--- src/rtl/ps2_host_tx.sv ---
// ps2_host_tx: PS/2 host-to-device command transmitter.
// The host inhibits the bus, requests to send, then shifts a byte out on the
// device-generated clock. It drives the open-drain pads through output enables.
module ps2_host_tx #(
    parameter int INHIBIT_CYCLES = 3375,
    parameter int TIMEOUT_CYCLES = 506250
) (
    input  logic       clk,
    input  logic       reset_ni,
    input  logic [7:0] data_i,
    input  logic       valid_i,
    output logic       ready_o,
    output logic       busy_o,
    output logic       done_o,
    output logic       err_o,
    input  logic       ps2_clk_i,
    input  logic       ps2_data_i,
    output logic       ps2_clk_oe_o,
    output logic       ps2_data_oe_o
);

    localparam int CNT_MAX = (INHIBIT_CYCLES > TIMEOUT_CYCLES) ? INHIBIT_CYCLES : TIMEOUT_CYCLES;
    localparam int CW      = $clog2(CNT_MAX + 1);
    localparam logic [CW-1:0] INH_LAST = CW'(INHIBIT_CYCLES - 1);
    localparam logic [CW-1:0] TO_LAST  = CW'(TIMEOUT_CYCLES - 1);

    typedef enum logic [2:0] {IDLE, INHIBIT, REQ, SHIFT, WAIT_IDLE} state_t;

    state_t        state, state_n;
    logic [CW-1:0] cnt, cnt_n;        // inhibit length, then timeout since last edge
    logic [3:0]    bit_cnt, bit_cnt_n; // device falling edges seen so far
    logic [9:0]    frame, frame_n;    // {stop, parity, data}; frame[0] is the bit on the wire
    logic          ack, ack_n;
    logic          done, done_n;
    logic          err, err_n;

    logic [1:0]    clk_sync, data_sync;
    logic          clk_prev;
    logic          clk_s, data_s, fall;

    // Two-flop synchronizers for the pads plus one history flop for edge detect
    always_ff @(posedge clk or negedge reset_ni) begin
        if (!reset_ni) begin
            clk_sync  <= 2'b11;
            data_sync <= 2'b11;
            clk_prev  <= 1'b1;
        end else begin
            clk_sync  <= {clk_sync[0], ps2_clk_i};
            data_sync <= {data_sync[0], ps2_data_i};
            clk_prev  <= clk_sync[1];
        end
    end

    assign clk_s  = clk_sync[1];
    assign data_s = data_sync[1];
    assign fall   = clk_prev & ~clk_s;

    // State and datapath registers
    always_ff @(posedge clk or negedge reset_ni) begin
        if (!reset_ni) begin
            state   <= IDLE;
            cnt     <= '0;
            bit_cnt <= '0;
            frame   <= '1;
            ack     <= 1'b0;
            done    <= 1'b0;
            err     <= 1'b0;
        end else begin
            state   <= state_n;
            cnt     <= cnt_n;
            bit_cnt <= bit_cnt_n;
            frame   <= frame_n;
            ack     <= ack_n;
            done    <= done_n;
            err     <= err_n;
        end
    end

    // Next-state logic; the host only changes data after a detected falling edge
    always_comb begin
        state_n   = state;
        cnt_n     = cnt;
        bit_cnt_n = bit_cnt;
        frame_n   = frame;
        ack_n     = ack;
        done_n    = 1'b0;
        err_n     = 1'b0;
        case (state)
            IDLE: begin
                if (valid_i) begin
                    frame_n   = {1'b1, ~^data_i, data_i};
                    bit_cnt_n = '0;
                    cnt_n     = '0;
                    state_n   = INHIBIT;
                end
            end
            INHIBIT: begin
                if (cnt == INH_LAST) begin
                    cnt_n   = '0;
                    state_n = REQ;
                end else begin
                    cnt_n = cnt + CW'(1);
                end
            end
            REQ: begin
                if (fall) begin
                    bit_cnt_n = 4'd1;
                    cnt_n     = '0;
                    state_n   = SHIFT;
                end else if (cnt == TO_LAST) begin
                    err_n   = 1'b1;
                    state_n = IDLE;
                end else begin
                    cnt_n = cnt + CW'(1);
                end
            end
            SHIFT: begin
                if (fall) begin
                    cnt_n = '0;
                    if (bit_cnt == 4'd10) begin
                        // 11th edge: device drives data low to acknowledge
                        ack_n   = ~data_s;
                        state_n = WAIT_IDLE;
                    end else begin
                        bit_cnt_n = bit_cnt + 4'd1;
                        frame_n   = {1'b1, frame[9:1]};
                    end
                end else if (cnt == TO_LAST) begin
                    err_n   = 1'b1;
                    state_n = IDLE;
                end else begin
                    cnt_n = cnt + CW'(1);
                end
            end
            WAIT_IDLE: begin
                if (clk_s && data_s) begin
                    done_n  = ack;
                    err_n   = ~ack;
                    state_n = IDLE;
                end else if (fall) begin
                    cnt_n = '0;
                end else if (cnt == TO_LAST) begin
                    err_n   = 1'b1;
                    state_n = IDLE;
                end else begin
                    cnt_n = cnt + CW'(1);
                end
            end
            default: state_n = IDLE;
        endcase
    end

    // Pad enables decode from state so reset releases the bus at once
    assign ps2_clk_oe_o  = (state == INHIBIT);
    assign ps2_data_oe_o = ((state == INHIBIT) && (cnt == INH_LAST)) ||
                           (state == REQ) ||
                           ((state == SHIFT) && !frame[0]);
    assign ready_o = (state == IDLE);
    assign busy_o  = ~ready_o;
    assign done_o  = done;
    assign err_o   = err;

endmodule

--- config.mk ---
export PLATFORM = sky130hd
export DESIGN_NAME = ps2_host_tx
export DESIGN_NICKNAME = d
export VERILOG_FILES = /design/src/rtl/ps2_host_tx.sv
export SDC_FILE = /design/constraint.sdc
export NUM_CORES = 1
export LEC_CHECK = 0
export BUFFER_PORTS_ARGS = -buffer_cell sky130_fd_sc_hd__buf_2
export CORE_ASPECT_RATIO = 0.9
export CORE_MARGIN = 2
export CORE_UTILIZATION = 54
export DETAILED_ROUTE_END_ITERATION = 7
export GPL_ROUTABILITY_DRIVEN = 1
export GPL_TIMING_DRIVEN = 0
export PLACE_DENSITY = 0.76
export SLEW_MARGIN = 20
export SYNTH_ARGS = -nofsm -noshare
export SYNTH_HDL_FRONTEND = slang
export SYNTH_SLANG_ARGS = --single-unit
--- constraint.sdc ---
create_clock -name clk -period 2 [get_ports clk]
set_input_delay 0.5 -clock clk [delete_from_list [all_inputs] [get_ports clk]]
set_output_delay 0.5 -clock clk [all_outputs]
set_load 0.02 [all_outputs]
# Word level (Yosys, flattened, before mapping)

Cells that the tools add are included.

Mux-type cells: 30
Div/mod/pow operators: 0
Bitwise logic cells: 5
$lt $le $gt $ge: 0
Reduce and logical (&&, ||, !) cells: 17
Shifts and indexed selects: 0
$add $sub $neg: 2
Multiply operators: 0
Equality and inequality tests: 15

Operators with widths:

| operator                | number |
|---|---|
| $mux W19                | 5 |
| $pmux W19 S4            | 1 |
| $mux W10                | 3 |
| $mux W3                 | 8 |
| $pmux W10 S2            | 1 |
| $add A19 B1 Y19 const B | 1 |
| $eq A19 B12 Y1 const B  | 1 |
| $eq A19 B19 Y1 const B  | 1 |
| $mux W4                 | 4 |
| $pmux W3 S5             | 1 |
| $pmux W4 S3             | 1 |
| $ne A2 B2 Y1 const B    | 5 |
| $reduce_and A4 Y1       | 2 |
| $reduce_xnor A8 Y1      | 1 |
| $eq A3 B2 Y1 const B    | 2 |
| $ne A3 B3 Y1 const B    | 2 |
| $reduce_and A3 Y1       | 2 |
| $mux W1                 | 5 |
| $reduce_and A5 Y1       | 1 |
| $add A4 B1 Y4 const B   | 1 |
| $eq A4 B4 Y1 const B    | 1 |
| $not A1 Y1              | 4 |
| $reduce_bool A4 Y1      | 1 |
| $eq A3 B1 Y1 const B    | 1 |
| other kinds (11)        | 14 |

Bits in read-only memories: 0
Logic and storage cells: 79
Output and inout port bits: 6
Bits in latches: 0
Memories: 0
Memory bits (writable): 0
Flip-flop bits (word level): 44

# Logic depth before layout (Yosys ltp)

Depth in word-level cells: 5
Gate-level depth with buffers: 8
Mapped depth without buffers: 7

# Worst setup path before layout

OpenSTA, ideal clock, no wires.

Path type: reg2out
Start point: reg cnt[15]
End point: out ps2_data_oe_o
Stages on the path, launching flop included: 5
Data arrival time: 1.663 ns
Buffers on the path: 0
Required time: 1.500 ns
Setup slack: -0.163 ns
Path through: dfrtp_1 > or4_4 > nor4_4 > nand4_1 > a21oi_1

Word-level cells in the longest chain between the ends: 4

Ends and longest elaborated chain:

| item                   | RTL line | RTL |
|---|---|---|
| from (decl)            | 30       | `logic [CW-1:0] cnt, cnt_n;` |
| from (signal assigned) | 70       | `cnt <= cnt_n;` |
| $eq A19 B12 Y1         | 155      | `assign ps2_data_oe_o = ((state == INHIBIT) && (cnt == INH_LAST)) \|\|` |
| $logic_and A1 B1 Y1    | 155      |  |
| $logic_or A1 B1 Y1     | 155      |  |
| $logic_or A1 B1 Y1     | 156      | `(state == REQ) \|\|` |
| to (decl)              | 19       | `output logic ps2_data_oe_o` |

Every way passes these cells.

# Worst setup path after layout

Start point: reg cnt[16]
End point: out ps2_data_oe_o

Same word-level chain as after synthesis.

==> run metrics <==
Hold Violations, Final=0; top_reg_cell synth=dfrtp_1; vias per std cell=6.041; Rows=23; die span in x=~76 um; GRT met1 Usage=29.63%; Layout area overhead=21.62%; power density of the placed cells=640.4 nW/um^2; fin cells=slightly below 400; clock skew=0.005547 ns; setup slack, reg-to-reg=-0.35 ns; first-pass GRT wire length=9.632 mm; Max clock buf depth=2; ranking of synthesized cells by area=dfrtp_1 (29%), dfstp_2 (15%), nand2_1 (7.9%); top cells by count, synth=nand2_1 (53), dfrtp_1 (29), nor2_1 (21); Yosys warning total=0; area of the mapped netlist=between 2000 and 3000 um^2; Post-DP HPWL=3.813 mm; most common cell in the netlist=nand2_1; number of synthesized flops with an enable pin=0; worst-margin pin slew=0.9379 ns; top fanout value on the critical path=2; fmax=405.2 MHz; Pre-Repair DR Iteration Count=5; Seq/Total Area, Yosys=43.33%; worst r2r path cells=8; vias in the first global route=2131; IO Port Bufs=18; routed wire length per instance=15.74 um; unrepaired setup endpoints after global routing=true; Initial Util=56.22%; TritonCTS clock tree=done; die height=68.86 um; CTS clock-pin slew for the worst setup and hold paths=around 0.08 ns; dpl ws=-0.3334 ns; most utilized layer in the global route result=met2; clock buffer count from CTS=5; Worst VDD drop=398.4 uV; grt met3 use=4.036%; worst setup margin=-0.4677 ns; maximum number of pins on one net before global-route repair=44; GRT met2 Usage=40.63%; min Tclk post-route=2.468 ns; Total GRT Usage=approximately a quarter; period utilization=123.4%; I/O Pins=19; Synth Register Bits=43; Synth top area share=28.76%; post-synth top area cell=dfrtp_1; Worst Hold Class=input port to flip-flop; Mapped Cells=287; leakage=1.265 nW; Worst Hold Launch=ps2_clk_i; arrival time worst endpoint=roughly 2.0 ns; CTS root buffer=clkbuf_8; CORE AREA=4489 um^2; Post-route DRC=0; Clock Sinks=43; status=complete, but fails checks; Inserted Diodes=0; max-slew violation count=0; ys async rst share=100.0%; post-synth net total=about 300; Setup-failing EPs final=17; Placed Cells=367; clk_lat worst skew=0.30 ns; Reg-to-Reg End=cnt[6]$_DFFE_PN0P_; WL final=6.137 mm; Max Cap Viol=0; Critical Path Sink Type=primary output; Placer Congestion=0.8566; Critical Path Source Type=flip-flop; gr ovfl total=0; slew margin rel.=37.48%; Hold Path Stages=1; nets=345; drt initial violations=119; Pwr Total=1.966 mW; CTS HTree Levels=2; hold buffer count at CTS=0; number of antenna violations at the first check in global routing=0; Mapped Avg Cell Area=8.793 um^2; WP data required=1.50 ns; ratio of cells with drive above 1 in the final layout=30.18%; worst r2r src=cnt[16]$_DFFE_PN0P_; Min-Delay Endpoint=clk_sync[0]$_DFF_PN1_; die area=5237 um^2; ANT nets after route=0; failing checks=negative setup slack; total number of vias=2356; Synth cell types=47; critical path class=flip-flop to primary output; Core Util, Final=between 60% and 70%
-- registers in the layout, summed over array words and instances (netlist names) --
register	cells
ack	1
state	3
err_o	1
clk_sync	2
cnt	19
frame	9
bit_cnt	4
data_sync	2
done_o	1
clk_prev	1
-- cells by family (layout without fill, tap and decap cells) --
kind of cell    count (synthesis)  count (layout)  synth area share (%)
buf+inv                        21              62                 3.619
xor+xnor                        7               7                 2.429
flops                          43              43                 43.33
simple gates                  133             133                 26.77
mux                             3               3                 1.239
fa+ha+maj                       6               6                 2.876
compound gates                 74              74                 19.73
-- timing repair --
action                                  in CTS  in global routing
endpoints found under the setup margin      32                 28
pin swaps                                    7                 14
buffers inserted                            10                  9
gates resized for setup                     26                 24
cloned                                       0                  0
-- critical path, stage by stage (launching register included) --
cell     delay, ns
dfrtp_1       0.40
or4_4         0.55
nor4_4        0.19
nand4_1       0.19
a21oi_2       0.18
buf_4         0.16
-- power breakdown --
| part | switching (mW) | leakage [nW] | internal, mW |
|---|---|---|---|
| clock network | 0.305 | 0.0412 | 0.244 |
| logic | 0.190 | 0.714 | 0.175 |
| registers | 0.108 | 0.510 | 0.943 |
-- final cells by class --
cell class / count / area [um^2]
Multi-Input combinational cell: 223 / 1453
Fill cell: 360 / 1420
Sequential cell: 43 / 1095
Timing Repair Buffer: 36 / 241.5
Buffer: 11 / 88.84
Tap cell: 62 / 77.57
Clock buffer: 6 / 72.57
Inverter: 7 / 28.78
Clock inverter: 2 / 12.51
-- layout by cell type, fill, tap and decap left out, drive strengths merged, types with 2 or more instances in the layout --
cell type,netlist,final
nand3,12,12
o21ai,17,17
xnor2,6,6
a221o,11,11
a21o,2,2
buf,5,42
or3,6,6
o221ai,3,3
dfstp,14,14
inv,7,7
a21oi,20,20
and2,2,2
a31oi,9,9
a211oi,3,3
nand3b,2,2
nand2,53,53
nor2,21,21
or4,4,4
nand4,6,6
a31o,2,2
nor4,4,4
nor2b,4,4
nor3b,2,2
ha,5,5
mux2i,2,2
clkbuf,9,11
nand2b,5,5
nor3,8,8
dfrtp,29,29
a311oi,2,2
-- per-stage QoR --
stage	hold slack, ns	cell area [um^2]	TNS [ns]
6_report	0.2965	3069	-4.164
5_1_grt	0.2772	3069	-5.869
4_1_cts	0.2902	2938	-5.048
3_5_place_dp	0.3470	2698	-5.818
3_3_place_gp	0.3473	2698	-5.554
2_1_floorplan	0.2044	2530	-0.1256
-- how the worst max path moves through the flow --
stage,start,endpoint,slack (ns),cells after the start
after global routing,cnt[4]$_DFFE_PN0P_,ps2_data_oe_o,-0.55,5
final,cnt[16]$_DFFE_PN0P_,ps2_data_oe_o,-0.47,5
after global placement,clk_prev$_DFF_PN1_,frame[7]$_DFFE_PN1P_,-0.33,7
after floorplan,cnt[15]$_DFFE_PN0P_,ps2_data_oe_o,-0.08,4
after detailed placement,clk_prev$_DFF_PN1_,frame[7]$_DFFE_PN1P_,-0.33,7
after CTS,cnt[16]$_DFFE_PN0P_,ps2_data_oe_o,-0.52,5
-- metal layers --
metal  part of all wire [%]  wire length [um]
met5                      0                 0
met4                    2.1               131
met3                    5.3               328
met2                     49              3034
met1                     43              2643
Power figures use the tool's default switching activity.
